==> src/rtl/mem_arbiter.sv <==
// mem_arbiter: shares one memory port between dcache and icache with tag-ownership routing and an icache starvation guard
module mem_arbiter #(
  parameter int STARVE_LIMIT = 4,
  parameter int XLEN = 32
) (
  input  logic            clock,
  input  logic            reset,
  input  logic [1:0]      proc2Dmem_command,
  input  logic [XLEN-1:0] proc2Dmem_addr,
  input  logic [63:0]     proc2Dmem_data,
  input  logic [1:0]      proc2Imem_command,
  input  logic [XLEN-1:0] proc2Imem_addr,
  output logic [3:0]      Dmem2proc_response,
  output logic [3:0]      Dmem2proc_tag,
  output logic [63:0]     Dmem2proc_data,
  output logic [3:0]      Imem2proc_response,
  output logic [3:0]      Imem2proc_tag,
  output logic [63:0]     Imem2proc_data,
  output logic [1:0]      proc2mem_command,
  output logic [XLEN-1:0] proc2mem_addr,
  output logic [63:0]     proc2mem_data,
  input  logic [3:0]      mem2proc_response,
  input  logic [3:0]      mem2proc_tag,
  input  logic [63:0]     mem2proc_data,
  output logic            orphan_tag_err
);
  localparam logic [1:0] BUS_NONE = 2'd0;
  localparam logic [1:0] BUS_LOAD = 2'd1;
  localparam int SW = $clog2(STARVE_LIMIT + 1);
  localparam logic [SW-1:0] LIMIT = SW'(STARVE_LIMIT);
  logic [SW-1:0] starve_cnt;
  logic [15:0] valid, owner_i;
  logic orphan, d_req, i_req, gnt_d, gnt_i, hit, miss;
  logic [1:0] gnt_cmd;
  assign d_req = proc2Dmem_command != BUS_NONE;
  assign i_req = proc2Imem_command != BUS_NONE;
  assign gnt_i = i_req && (starve_cnt == LIMIT || !d_req);
  assign gnt_d = d_req && !gnt_i;
  assign gnt_cmd = gnt_d ? proc2Dmem_command : gnt_i ? proc2Imem_command : BUS_NONE;
  assign hit = mem2proc_tag != 4'd0 && valid[mem2proc_tag];
  assign miss = mem2proc_tag != 4'd0 && !valid[mem2proc_tag];
  assign proc2mem_command = reset ? gnt_cmd : BUS_NONE;
  assign proc2mem_addr = gnt_i ? proc2Imem_addr : proc2Dmem_addr;
  assign proc2mem_data = gnt_i ? 64'd0 : proc2Dmem_data;
  assign Dmem2proc_response = reset && gnt_d ? mem2proc_response : 4'd0;
  assign Imem2proc_response = reset && gnt_i ? mem2proc_response : 4'd0;
  assign Dmem2proc_tag = reset && hit && !owner_i[mem2proc_tag] ? mem2proc_tag : 4'd0;
  assign Imem2proc_tag = reset && hit && owner_i[mem2proc_tag] ? mem2proc_tag : 4'd0;
  assign Dmem2proc_data = mem2proc_data;
  assign Imem2proc_data = mem2proc_data;
  assign orphan_tag_err = orphan;
  always_ff @(posedge clock or negedge reset) begin
    if (!reset) begin
      valid <= '0;
      owner_i <= '0;
      starve_cnt <= '0;
      orphan <= 1'b0;
    end else begin
      if (hit) valid[mem2proc_tag] <= 1'b0;
      if (miss) orphan <= 1'b1;
      if (gnt_cmd == BUS_LOAD && mem2proc_response != 4'd0) begin
        valid[mem2proc_response] <= 1'b1;
        owner_i[mem2proc_response] <= gnt_i;
      end
      starve_cnt <= i_req && gnt_d ? starve_cnt + SW'(starve_cnt != LIMIT) : '0;
    end
  end
endmodule

==> config.mk <==
export PLATFORM = sky130hd
export DESIGN_NAME = mem_arbiter
export DESIGN_NICKNAME = d
export VERILOG_FILES = /design/src/rtl/mem_arbiter.sv
export SDC_FILE = /design/constraint.sdc
export NUM_CORES = 1
export LEC_CHECK = 0
export CAP_MARGIN = 20
export CORE_AREA = 2 2 172 174
export DETAILED_ROUTE_END_ITERATION = 16
export DIE_AREA = 0 0 174 176
export MAX_ROUTING_LAYER = met4
export PLACE_DENSITY_LB_ADDON = 0.15
export RECOVER_POWER = 50
export SLEW_MARGIN = 30
export SYNTH_ARGS = -nofsm -noshare
export SYNTH_HDL_FRONTEND = slang
export SYNTH_SLANG_ARGS = --single-unit
==> constraint.sdc <==
create_clock -name clock -period 2.95 [get_ports clock]
set_input_delay 0.59 -clock clock [delete_from_list [all_inputs] [get_ports clock]]
set_output_delay 0.59 -clock clock [all_outputs]
set_load 0.02 [all_outputs]
; After elaboration in Yosys (flattened, before gate mapping)
; Index checks and enable logic that the tools add are counted.
[word_totals]
reg_bits = 36
out_inout_bits = 243
[op_classes]
addsub = 1
order_cmp = 4
n_eq_ne = 3
n_mux = 21
bitwise = 3
n_reduce_logical = 22
[op_table]
columns = operator, count
row1 = $mux W64, 1
row2 = $mux W16, 2
row3 = $mux W32, 1
row4 = $and A16 B16 Y16, 1
row5 = $bwmux W16, 1
row6 = $mux W4, 4
row7 = $not A16 Y16, 1
row8 = $or A16 B16 Y16, 1
row9 = $logic_and A1 B1 Y1, 13
row10 = $lt A4 B5 Y1 const B, 2
row11 = $bmux W1 S4, 2
row12 = $demux W1 S4, 2
row13 = $ge A4 B1 Y1 const B, 2
row14 = $reduce_bool A4 Y1, 2
row15 = $mux W2, 3
row16 = $logic_not A1 Y1, 4
row17 = $mux W1, 4
row18 = $reduce_bool A2 Y1, 2
row19 = $add A3 B1 Y3, 1
row20 = $eq A3 B3 Y1 const B, 1
row21 = $mux W3, 1
row22 = $ne A3 B3 Y1 const B, 1
row23 = $eq A2 B1 Y1 const B, 1
row24 = $logic_or A1 B1 Y1, 1

; Longest topological paths before layout
; Gate-level depths: netlist of run 1.
[logic_depth]
word_depth = 10
mapped_depth = 8

; Worst setup path after synthesis of run 1
; OpenSTA, ideal clock, no wires.
[synth_path]
kind = input-to-output
start = in mem2proc_tag[0]
end = out Dmem2proc_tag[0]
arrival_time_ps = 1943
path_slack_ps = 417
stages = 6
path_buffers = 1
path_cell_list = buf_6 -> mux2_1 -> mux4_2 -> a22oi_4 -> nor2_2 -> and2_1
[synth_between]
elab_chain_cells = 6
[synth_lines]
columns = element, line_no
row1 = start: declaration, 23  ; input logic [3:0] mem2proc_tag,
row2 = $bmux W1 S4, 40  ; assign hit = mem2proc_tag != 4'd0 && valid[mem2proc_tag];
row3 = $mux W1 (implied by the code), 40
row4 = $logic_and A1 B1 Y1, 40
row5 = $logic_and A1 B1 Y1 (2 in series), 47  ; assign Dmem2proc_tag = reset && hit && !owner_i[mem2proc_tag] ? mem2proc_tag : 4'd0;
row6 = $mux W4 (*), 47
row7 = end: declaration, 14  ; output logic [3:0] Dmem2proc_tag,
; Mark *: on every way between the ends. The rest lies on a longest branch, timed or not. The select of a mux whose other input is x is not followed.

; Final worst setup path of run 1
[layout_path]
start = in proc2Imem_command[1]
end = out Dmem2proc_response[3]
[layout_between]
elab_chain_cells = 6
[layout_lines]
columns = element, line_no
row1 = start: declaration, 11  ; input logic [1:0] proc2Imem_command,
row2 = $reduce_bool A2 Y1, 36  ; assign i_req = proc2Imem_command != BUS_NONE;
row3 = $logic_and A1 B1 Y1, 37  ; assign gnt_i = i_req && (starve_cnt == LIMIT || !d_req);
row4 = $logic_not A1 Y1, 38  ; assign gnt_d = d_req && !gnt_i;
row5 = $logic_and A1 B1 Y1, 38
row6 = $logic_and A1 B1 Y1, 45  ; assign Dmem2proc_response = reset && gnt_d ? mem2proc_response : 4'd0;
row7 = $mux W4, 45
row8 = end: declaration, 13  ; output logic [3:0] Dmem2proc_response,
; No other way between the ends.

==> results of run 1 <==
## registers in the layout (all words and copies together) (netlist names)
signal	count
orphan_tag_err	1
owner_i	16
starve_cnt	3
valid	16
## stage by stage
stage | setup TNS [ns] | instances | hold WS, ns | total power, mW
6_report | -0.02098 | 1053 | 0.2309 | 2.731
2_1_floorplan | 0 | 515 | 0.2944 | 1.678
3_3_place_gp | -16.53 | 1030 | 0.3707 | 2.324
4_1_cts | -0.02468 | 1046 | 0.2331 | 2.773
5_1_grt | -0.1781 | 1053 | 0.2348 | 2.913
3_5_place_dp | -15.39 | 1030 | 0.3678 | 2.335
## cells by family (layout without fill, tap and decap cells)
kind of cell	count (synthesis)	in the layout	share of synthesized area, %
AND/OR/NAND/NOR	236	236	30.58
other	0	6	0
flip-flops	36	36	23.01
multiplexers	21	21	7.734
buffers and inverters	162	310	28.41
XOR/XNOR	1	1	0.2238
adder cells (fa/ha/maj)	2	2	0.6391
AO/OA/AOI/OAI	57	57	9.396
## repair_timing
action                                  4_1_cts  5_1_grt
pin swaps                                     4        5
setup buffers                                 6        1
endpoints found under the setup margin       99       29
cloned                                        2        0
resized for setup                           124       37
## layer usage
layer,part of all wire [%],global-route usage [%],vias up
li1,-,-,1838
met1,39,13.78,1867
met2,50,21.13,199
met3,8.9,4.716,33
met4,1.4,2.346,0
met5,0,-,-
## cell type report
type | instances | area (um2)
inverters | 3 | 11.26
flip-flops and latches | 36 | 900.9
diodes | 6 | 15.01
clock buffers | 6 | 138.9
fillers | 3243 | 22250
well taps | 384 | 480.5
clock inverters | 2 | 10.01
multi-input cells | 317 | 1944
repair buffers | 299 | 2801
## power by group
part / total [mW] / internal, mW / switching, mW / leakage (nW)
clock network: 0.533 / 0.333 / 0.201 / 0.0767
logic: 1.53 / 0.708 / 0.821 / 2.33
registers: 0.670 / 0.604 / 0.0662 / 0.469
## worst paths after layout
check                                        end                 start  slack [ns]
setup / recovery           Dmem2proc_response[3]  proc2Imem_command[1]       -0.02
hold / removal                          valid[0]                 reset        0.23
setup reg to reg                      owner_i[8]         starve_cnt[0]        0.85
hold reg to reg                         valid[0]              valid[0]        0.38
max in group asynchronous              valid[12]                 reset        2.05
min in group clock                      valid[0]              valid[0]        0.38
## worst max-delay path: stages
cell             delay, ns
clkdlybuf4s50_1       0.53
nor2_2                0.24
o221a_2               0.26
and2_1                0.14
clkdlybuf4s50_1       0.61
## cells in the final DEF (no fill, tap or decap), types with 8 or more instances in the layout
cell,Yosys,layout
and2_1,77,76
buf_2,10,8
buf_4,129,47
clkbuf_2,0,12
clkdlybuf4s50_1,0,142
dfrtp_1,36,36
dlygate4sd2_1,0,74
mux2_2,8,8
nand2_1,106,106
nand2b_1,9,9
nor2_1,10,9
nor3_1,9,9
o21ai_0,29,29
o31ai_1,11,11
==> flow_summary.json, run 1 <==
{
  "place_ws_ns": -0.6698,
  "criticalPathCategory": "in -> out",
  "grt_antenna_before_repair": 6,
  "synth_common_cells": "buf_4, nand2_1, and2_1, dfrtp_1, o21ai_0",
  "wl_per_cell_um": 18.00,
  "fin_crit_sh_pct": 100.5,
  "ys.flop_type": "dfrtp_1",
  "period_minus_slack_ns": 2.965,
  "via_count": 3937,
  "rows": 62,
  "drv_cap": 0,
  "required_ns": 2.36,
  "cts_root_buffer": "clkbuf_16",
  "io_buffers": 256,
  "synth_area_leaders": "buf_4, dfrtp_1, and2_1",
  "yosysMostFrequentCell": "buf_4",
  "syn2layout_area_growth_pct": 60.98,
  "core_um2": 28550,
  "viasPerCell": 3.739,
  "grt_overflow": 0,
  "min_path_type": "in -> async",
  "synth.avg_cell_area_um2": 7.602,
  "leakagePower_nw": 2.877,
  "worst_slew_pin_slew_ns": 0.6181,
  "die_x_um": 174,
  "dieArea_um2": 30620,
  "fin_skew_ns": 0.004907,
  "initial_core_util_pct": 13.71,
  "synth_cell_types": 45,
  "critPathCaptureType": "output pin",
  "place.gp.congestion": 0.8251,
  "synth_fp_nets": 723,
  "utilization_pct": 22.08,
  "placed_cell_area_um2": 6181,
  "num_io_pins": 449,
  "final_layout_size_suffix_gt1_share_pct": 18.10,
  "hold_violations": 0,
  "synth_top_area_share_pct": 24.74,
  "numClockSinks": 36,
  "yosysWarnings": 0,
  "status": "finished with violations",
  "slew_violations": 0,
  "clock.fmax_ghz": 0.3373,
  "cts-buffers-inserted": 5,
  "crit_fanout": 4,
  "drt_pre_antenna_iters": 4,
  "relSlewSlack_pct": 58.64,
  "yosysTopAreaCell": "buf_4",
  "clkTransAtPathRegs_ns": 0.06,
  "grt_pass1_vias": 4335,
  "setup_viol": 2,
  "insertion_delay_ns": 0.28,
  "synth_edf_count": 0,
  "nNetsFinal": 870,
  "drcViolationCount": 0,
  "cts_tree": "built",
  "layout_setup_ws_ns": -0.01516,
  "cts_max_level": 2,
  "yosysSeqAreaShare_pct": 23.01,
  "worstRegToRegCells": 7,
  "grt_max_degree": 48,
  "synthCells": 515,
  "violations": "negative setup slack",
  "arrival_ns": 2.38,
  "detailed_place_hpwl_mm": 16.39,
  "rsz0062_at_grt": "yes",
  "final_area_um2": 6302,
  "pwr_density_cell_nw_per_um2": 433.4,
  "ctsHoldBuffers": 0,
  "ys_async_sr_fraction_pct": 100.0,
  "ir_drop_mv": 0.1732,
  "drt_iter0_markers": 153,
  "fp.dieH_um": 176,
  "ctsLongestPathBuffers": 2,
  "synth_seq_cells": 36,
  "grt_first_pass_wirelength_mm": 27.94,
  "ant_nets": 0,
  "grt_usage_pct": 12.34,
  "cp-start-kind": "input pin",
  "synth_area_um2": 3915,
  "wirelength_mm": 18.95
}
No activity file was read; power rests on OpenSTA's default activity.
==> inputs of run 2 (changes only) <==
CORE_AREA = 2 2 176 178   (was 2 2 172 174)
CTS_CLUSTER_DIAMETER = 150   (was not set)
DIE_AREA = 0 0 178 180   (was 0 0 174 176)
GPL_TIMING_DRIVEN = 0   (was not set)
clock period = 3.6 ns   (was 2.95 ns; I/O delays follow)
==> run 2 against run 1 <==
The run now ends clean. Sequential share of layout area fell by 3.6 points. Clock-buffer cell count stayed put. Sequential cell count stayed put. Cell area rose by 33%. Critical path depth is 3 higher. Largest power group unchanged. Global-route usage grew 1.6 points. Combinational power rose by 4%. Final cell count increased by 24%. Wire length increased by 19%. Total power fell by 4.0%. Largest cell class unchanged. Register-to-register slack better by 0.48 ns.
==> flow_summary.json, run 2 (same netlist as run 1, synthesis figures left out) <==
{
  "core_um2": 30190,
  "fin_crit_sh_pct": 96.62,
  "rsz0062_at_grt": "no",
  "layout_setup_ws_ns": 0.1218,
  "drv_cap": 0,
  "min_path_type": "in -> async",
  "relSlewSlack_pct": 51.47,
  "ctsHoldBuffers": 0,
  "dieArea_um2": 32040,
  "grt_pass1_vias": 4733,
  "fp.dieH_um": 180,
  "ctsLongestPathBuffers": 2,
  "io_buffers": 379,
  "cts_root_buffer": "clkbuf_16",
  "critPathCaptureType": "output pin",
  "criticalPathCategory": "in -> out",
  "rows": 64,
  "drt_iter0_markers": 125,
  "syn2layout_area_growth_pct": 114.9,
  "arrival_ns": 2.76,
  "crit_fanout": 7,
  "clock.fmax_ghz": 0.2875,
  "worst_slew_pin_slew_ns": 0.7253,
  "whs_ns": 0.4339,
  "period_minus_slack_ns": 3.478,
  "fillers": 3341,
  "leakagePower_nw": 3.819,
  "ant_nets": 0,
  "status": "finished clean",
  "grt_usage_pct": 13.98,
  "place_ws_ns": -0.6279,
  "insertion_delay_ns": 0.28,
  "viasPerCell": 3.508,
  "grt_max_degree": 45,
  "top_regs": "owner_i: 16 flops, valid: 16 flops, starve_cnt: 3 flops",
  "grt_antenna_before_repair": 10,
  "pwr_density_cell_nw_per_um2": 311.7,
  "drcViolationCount": 0,
  "nNetsFinal": 1112,
  "numClockSinks": 36,
  "cp-start-kind": "input pin",
  "detailed_place_hpwl_mm": 19.80,
  "worstRegToRegCells": 6,
  "grt_overflow": 0,
  "hold_violations": 0,
  "grt_first_pass_wirelength_mm": 31.82,
  "slew_violations": 0,
  "final_common_cell": "clkdlybuf4s50_1",
  "fin_skew_ns": 0.006169,
  "clkTransAtPathRegs_ns": 0.05,
  "required_ns": 2.88,
  "final_layout_size_suffix_gt1_share_pct": 20.66,
  "wl_per_cell_um": 17.16,
  "wirelength_mm": 22.49,
  "ir_drop_mv": 0.1675,
  "place.gp.congestion": 0.7868,
  "initial_core_util_pct": 12.97,
  "cts-buffers-inserted": 5,
  "num_io_pins": 449,
  "final_cell_mix": "clkdlybuf4s50_1, buf_4, dlygate4sd3_1",
  "via_count": 4595,
  "drt_pre_antenna_iters": 4,
  "die_x_um": 178,
  "cts_tree": "built",
  "cts_max_level": 2,
  "setup_viol": 0
}
## run 2: metal layers
| layer | vias up | global-route usage [%] | routed length, um |
|---|---|---|---|
| met4 | 0 | 2.361 | 336 |
| met1 | 2061 | 14.84 | 8493 |
| met2 | 181 | 24.99 | 11760 |
| met3 | 15 | 5.055 | 1897 |
| li1 | 2338 | - | - |
| met5 | - | - | 0 |
## run 2: final cells by class
class | count | area [um2] | share of cell area [%]
repair buffers | 382 | 3785 | 44.99
multi-input cells | 317 | 1901 | 22.59
plain buffers | 159 | 1132 | 13.46
flip-flops and latches | 36 | 900.9 | 10.71
well taps | 396 | 495.5 | 5.890
clock buffers | 6 | 128.9 | 1.532
clock inverters | 2 | 35.03 | 0.4165
diodes | 9 | 22.52 | 0.2677
inverters | 3 | 11.26 | 0.1339
## run 2: timing repair
| action | 4_1_cts | 5_1_grt |
|---|---|---|
| gates resized for setup | 58 | 16 |
| pin swaps | 0 | 1 |
| setup endpoints to repair | 75 | 36 |
| setup buffers | 3 | 0 |
## run 2: worst max-delay path: stages
cell             delay (ns)
clkdlybuf4s50_1        0.49
o21ai_2                0.25
o21ai_2                0.12
buf_4                  0.19
buf_4                  0.14
buf_4                  0.13
and2_1                 0.14
clkdlybuf4s50_1        0.58
## run 2: through the flow
step                      TNS (ns)  instance area, um2  total power, mW  utilization (%)  instances
final                            0                8412            2.622            27.86       1310
after global routing             0                8409            2.787            27.86       1309
after floorplan                  0                3915            1.375                -        515
after global placement      -42.03                8204            2.235            27.18       1290
after CTS                  -0.2255                8371            2.712            27.73       1301
after detailed placement    -24.68                8202            2.237            27.17       1290
## run 2: final timing paths
check                                     to                  from  slack, ns
setup / recovery           proc2mem_data[63]  proc2Dmem_command[0]       0.12
hold / removal                      valid[2]                 reset       0.43
setup reg to reg                  owner_i[5]         starve_cnt[0]       1.33
hold reg to reg                     valid[0]              valid[0]       0.45
max in group asynchronous          valid[11]                 reset       2.77
min in group clock                  valid[0]              valid[0]       0.45
## run 2: report_power, final
group / leakage [nW] / total, mW / switching [mW] / internal, mW
combinational: 3.27 / 1.59 / 0.822 / 0.771
clock: 0.0809 / 0.493 / 0.168 / 0.326
sequential: 0.469 / 0.536 / 0.0422 / 0.494
==> inputs of run 3 (changes only) <==
==> constraint.sdc (replaced) <==
create_clock -name clock -period 3.6 [get_ports clock]
set_input_delay 1.08 -clock clock [delete_from_list [all_inputs] [get_ports clock]]
set_output_delay 1.08 -clock clock [all_outputs]
set_load 0.02 [all_outputs]
==> run 3 against run 2 <==
The run now ends with negative setup slack left. Combinational power about the same. Die area unchanged. Total power increased by 1.1%. Global-route usage increased by 0.23 points. Via count increased by 0.85%. Register-to-register slack got worse by 0.07 ns. Clock-buffer cell count unchanged. Cell area increased by 0.10%. Core utilization about the same. Sequential share of layout area about the same. First-iteration DRC count increased by 19%.
==> flow_summary.json, run 3 (same netlist as run 1, synthesis figures left out) <==
{
  "final_layout_size_suffix_gt1_share_pct": 32.31,
  "drv_cap": 0,
  "cts_tree": "built",
  "min_delay_path_depth": 1,
  "num_io_pins": 449,
  "cts_root_buffer": "clkbuf_16",
  "clkPwrFrac_pct": 18.6,
  "violations": "negative setup slack",
  "top_regs": "owner_i: 16 flops, valid: 16 flops, starve_cnt: 3 flops",
  "cp_num_buf_inv": 2,
  "grt_overflow": 0,
  "viasPerCell": 3.513,
  "relSlewSlack_pct": 57.20,
  "grt_antenna_before_repair": 11,
  "path_depth": 7,
  "numClockSinks": 36,
  "drt_iter0_markers": 149,
  "io_buffers": 379,
  "initial_core_util_pct": 12.97,
  "pwr-share-seq_pct": 20.4,
  "min_path_type": "reg -> reg",
  "final_common_cell": "clkdlybuf4s50_1",
  "wl_per_cell_um": 17.32,
  "syn2layout_area_growth_pct": 115.1,
  "via_count": 4634,
  "path_delay_family": "multiplexers",
  "max_stage_delay_ns": 0.52,
  "arrival_ns": 2.54,
  "core_um2": 30190,
  "ctsHoldBuffers": 0,
  "path_cells": "buf_12 -> mux2_4 -> mux4_2 -> a22oi_4 -> nor2_2 -> and2_1 -> buf_6",
  "nNetsFinal": 1120,
  "detailed_place_hpwl_mm": 19.80,
  "rsz0062_at_grt": "yes",
  "grt_usage_pct": 14.21,
  "grt_pass1_vias": 4806,
  "layout_setup_ws_ns": -0.01689,
  "cts-buffers-inserted": 5,
  "period_minus_slack_ns": 3.617,
  "fillers": 3328,
  "tns_ns": -0.05618,
  "cp-start-kind": "input pin",
  "insertion_delay_ns": 0.28,
  "status": "finished with violations",
  "drcViolationCount": 0,
  "wirelength_mm": 22.85,
  "slowest_stage": "mux4_2",
  "fp.dieH_um": 180,
  "setup_viol": 5,
  "rows": 64,
  "required_ns": 2.52,
  "worstRegToRegCells": 6,
  "power_switching_mw": 1.055,
  "place.gp.congestion": 0.7868,
  "criticalPathCategory": "in -> out",
  "final_cell_mix": "clkdlybuf4s50_1, buf_4, nand2_1",
  "pwr_density_cell_nw_per_um2": 314.9,
  "comb_power_share_pct": 61.0,
  "p_sw_share_pct": 39.77,
  "crit_fanout": 5,
  "leakagePower_nw": 3.869,
  "worst_slew_pin_slew_ns": 0.6396,
  "fin_skew_ns": 0.005651,
  "grt_max_degree": 45,
  "fin_crit_sh_pct": 100.5,
  "clkTransAtPathRegs_ns": 0.05,
  "ir_drop_mv": 0.1696,
  "ant_nets": 0,
  "ctsLongestPathBuffers": 2,
  "grt_first_pass_wirelength_mm": 32.33,
  "cts_max_level": 2,
  "critPathCaptureType": "output pin",
  "dieArea_um2": 32040,
  "drt_pre_antenna_iters": 4,
  "die_x_um": 178,
  "place_ws_ns": -1.348,
  "clock.fmax_ghz": 0.2765,
  "slew_violations": 0,
  "hold_violations": 0,
  "p_int_mw": 1.597
}
==> run 3: cell count changes in the layout (fill, tap and decap cells not counted), moves of 12 or more <==
cell,delta
clkdlybuf4s50_1,-36
buf_6,+12
buf_2,+41
dlygate4sd3_1,-31
clkdlybuf4s15_2,+15
dlygate4sd2_1,-12
==> run 3: metal layers <==
metal / vias to the layer above / part of all wire, % / GRT usage, % / wire (um)
met2: 189 / 52 / 25.26 / 11920
met5: - / 0 / - / 0
met3: 17 / 8.5 / 5.055 / 1938
li1: 2350 / - / - / -
met4: 0 / 1.9 / 3.049 / 423
met1: 2078 / 37 / 15.00 / 8564
==> run 3: final timing paths <==
kind	start	to	slack, ns
max reg2reg	starve_cnt[0]	owner_i[5]	1.26
max in group asynchronous	reset	valid[5]	2.65
max	mem2proc_tag[0]	Dmem2proc_tag[0]	-0.02
min reg2reg	valid[0]	valid[0]	0.46
min in group asynchronous	reset	valid[2]	0.68
min	valid[0]	valid[0]	0.46
==> run 3: power by group through the flow <==
stage / registers, mW / clock network (mW) / logic, mW
2_1_floorplan: 0.531 / 0 / 0.843
3_3_place_gp: 0.547 / 0 / 1.69
3_5_place_dp: 0.547 / 0 / 1.69
4_1_cts: 0.543 / 0.507 / 1.68
5_1_grt: 0.551 / 0.525 / 1.74
6_report: 0.540 / 0.493 / 1.62
==> run 3: timing repair <==
item,CTS,global route
pin swaps,16,3
gates cloned,2,0
endpoints found under the hold margin,0,0
gates resized for setup,456,36
setup buffers,8,1
endpoints found under the setup margin,114,74
==> run 3: cell type report <==
class                   count  area [um2]  area share, %
diodes                     10       25.02         0.2972
plain buffers             159        1246          14.80
multi-input cells         317        1957          23.24
inverters                   3       11.26         0.1337
well taps                 396       495.5          5.884
flip-flops and latches     36       900.9          10.70
clock buffers               6       128.9          1.530
clock inverters             2       35.03         0.4160
repair buffers            390        3621          43.00
==> run 3: stage by stage <==
stage	utilization, %	area [um2]	hold slack (ns)	std cells	power, mW
2_1_floorplan	-	3915	0.4218	515	1.375
3_3_place_gp	27.18	8204	0.4415	1290	2.235
3_5_place_dp	27.17	8202	0.4437	1290	2.237
4_1_cts	28.06	8471	0.4564	1308	2.732
5_1_grt	27.88	8418	0.4776	1318	2.820
6_report	27.89	8421	0.4584	1319	2.652
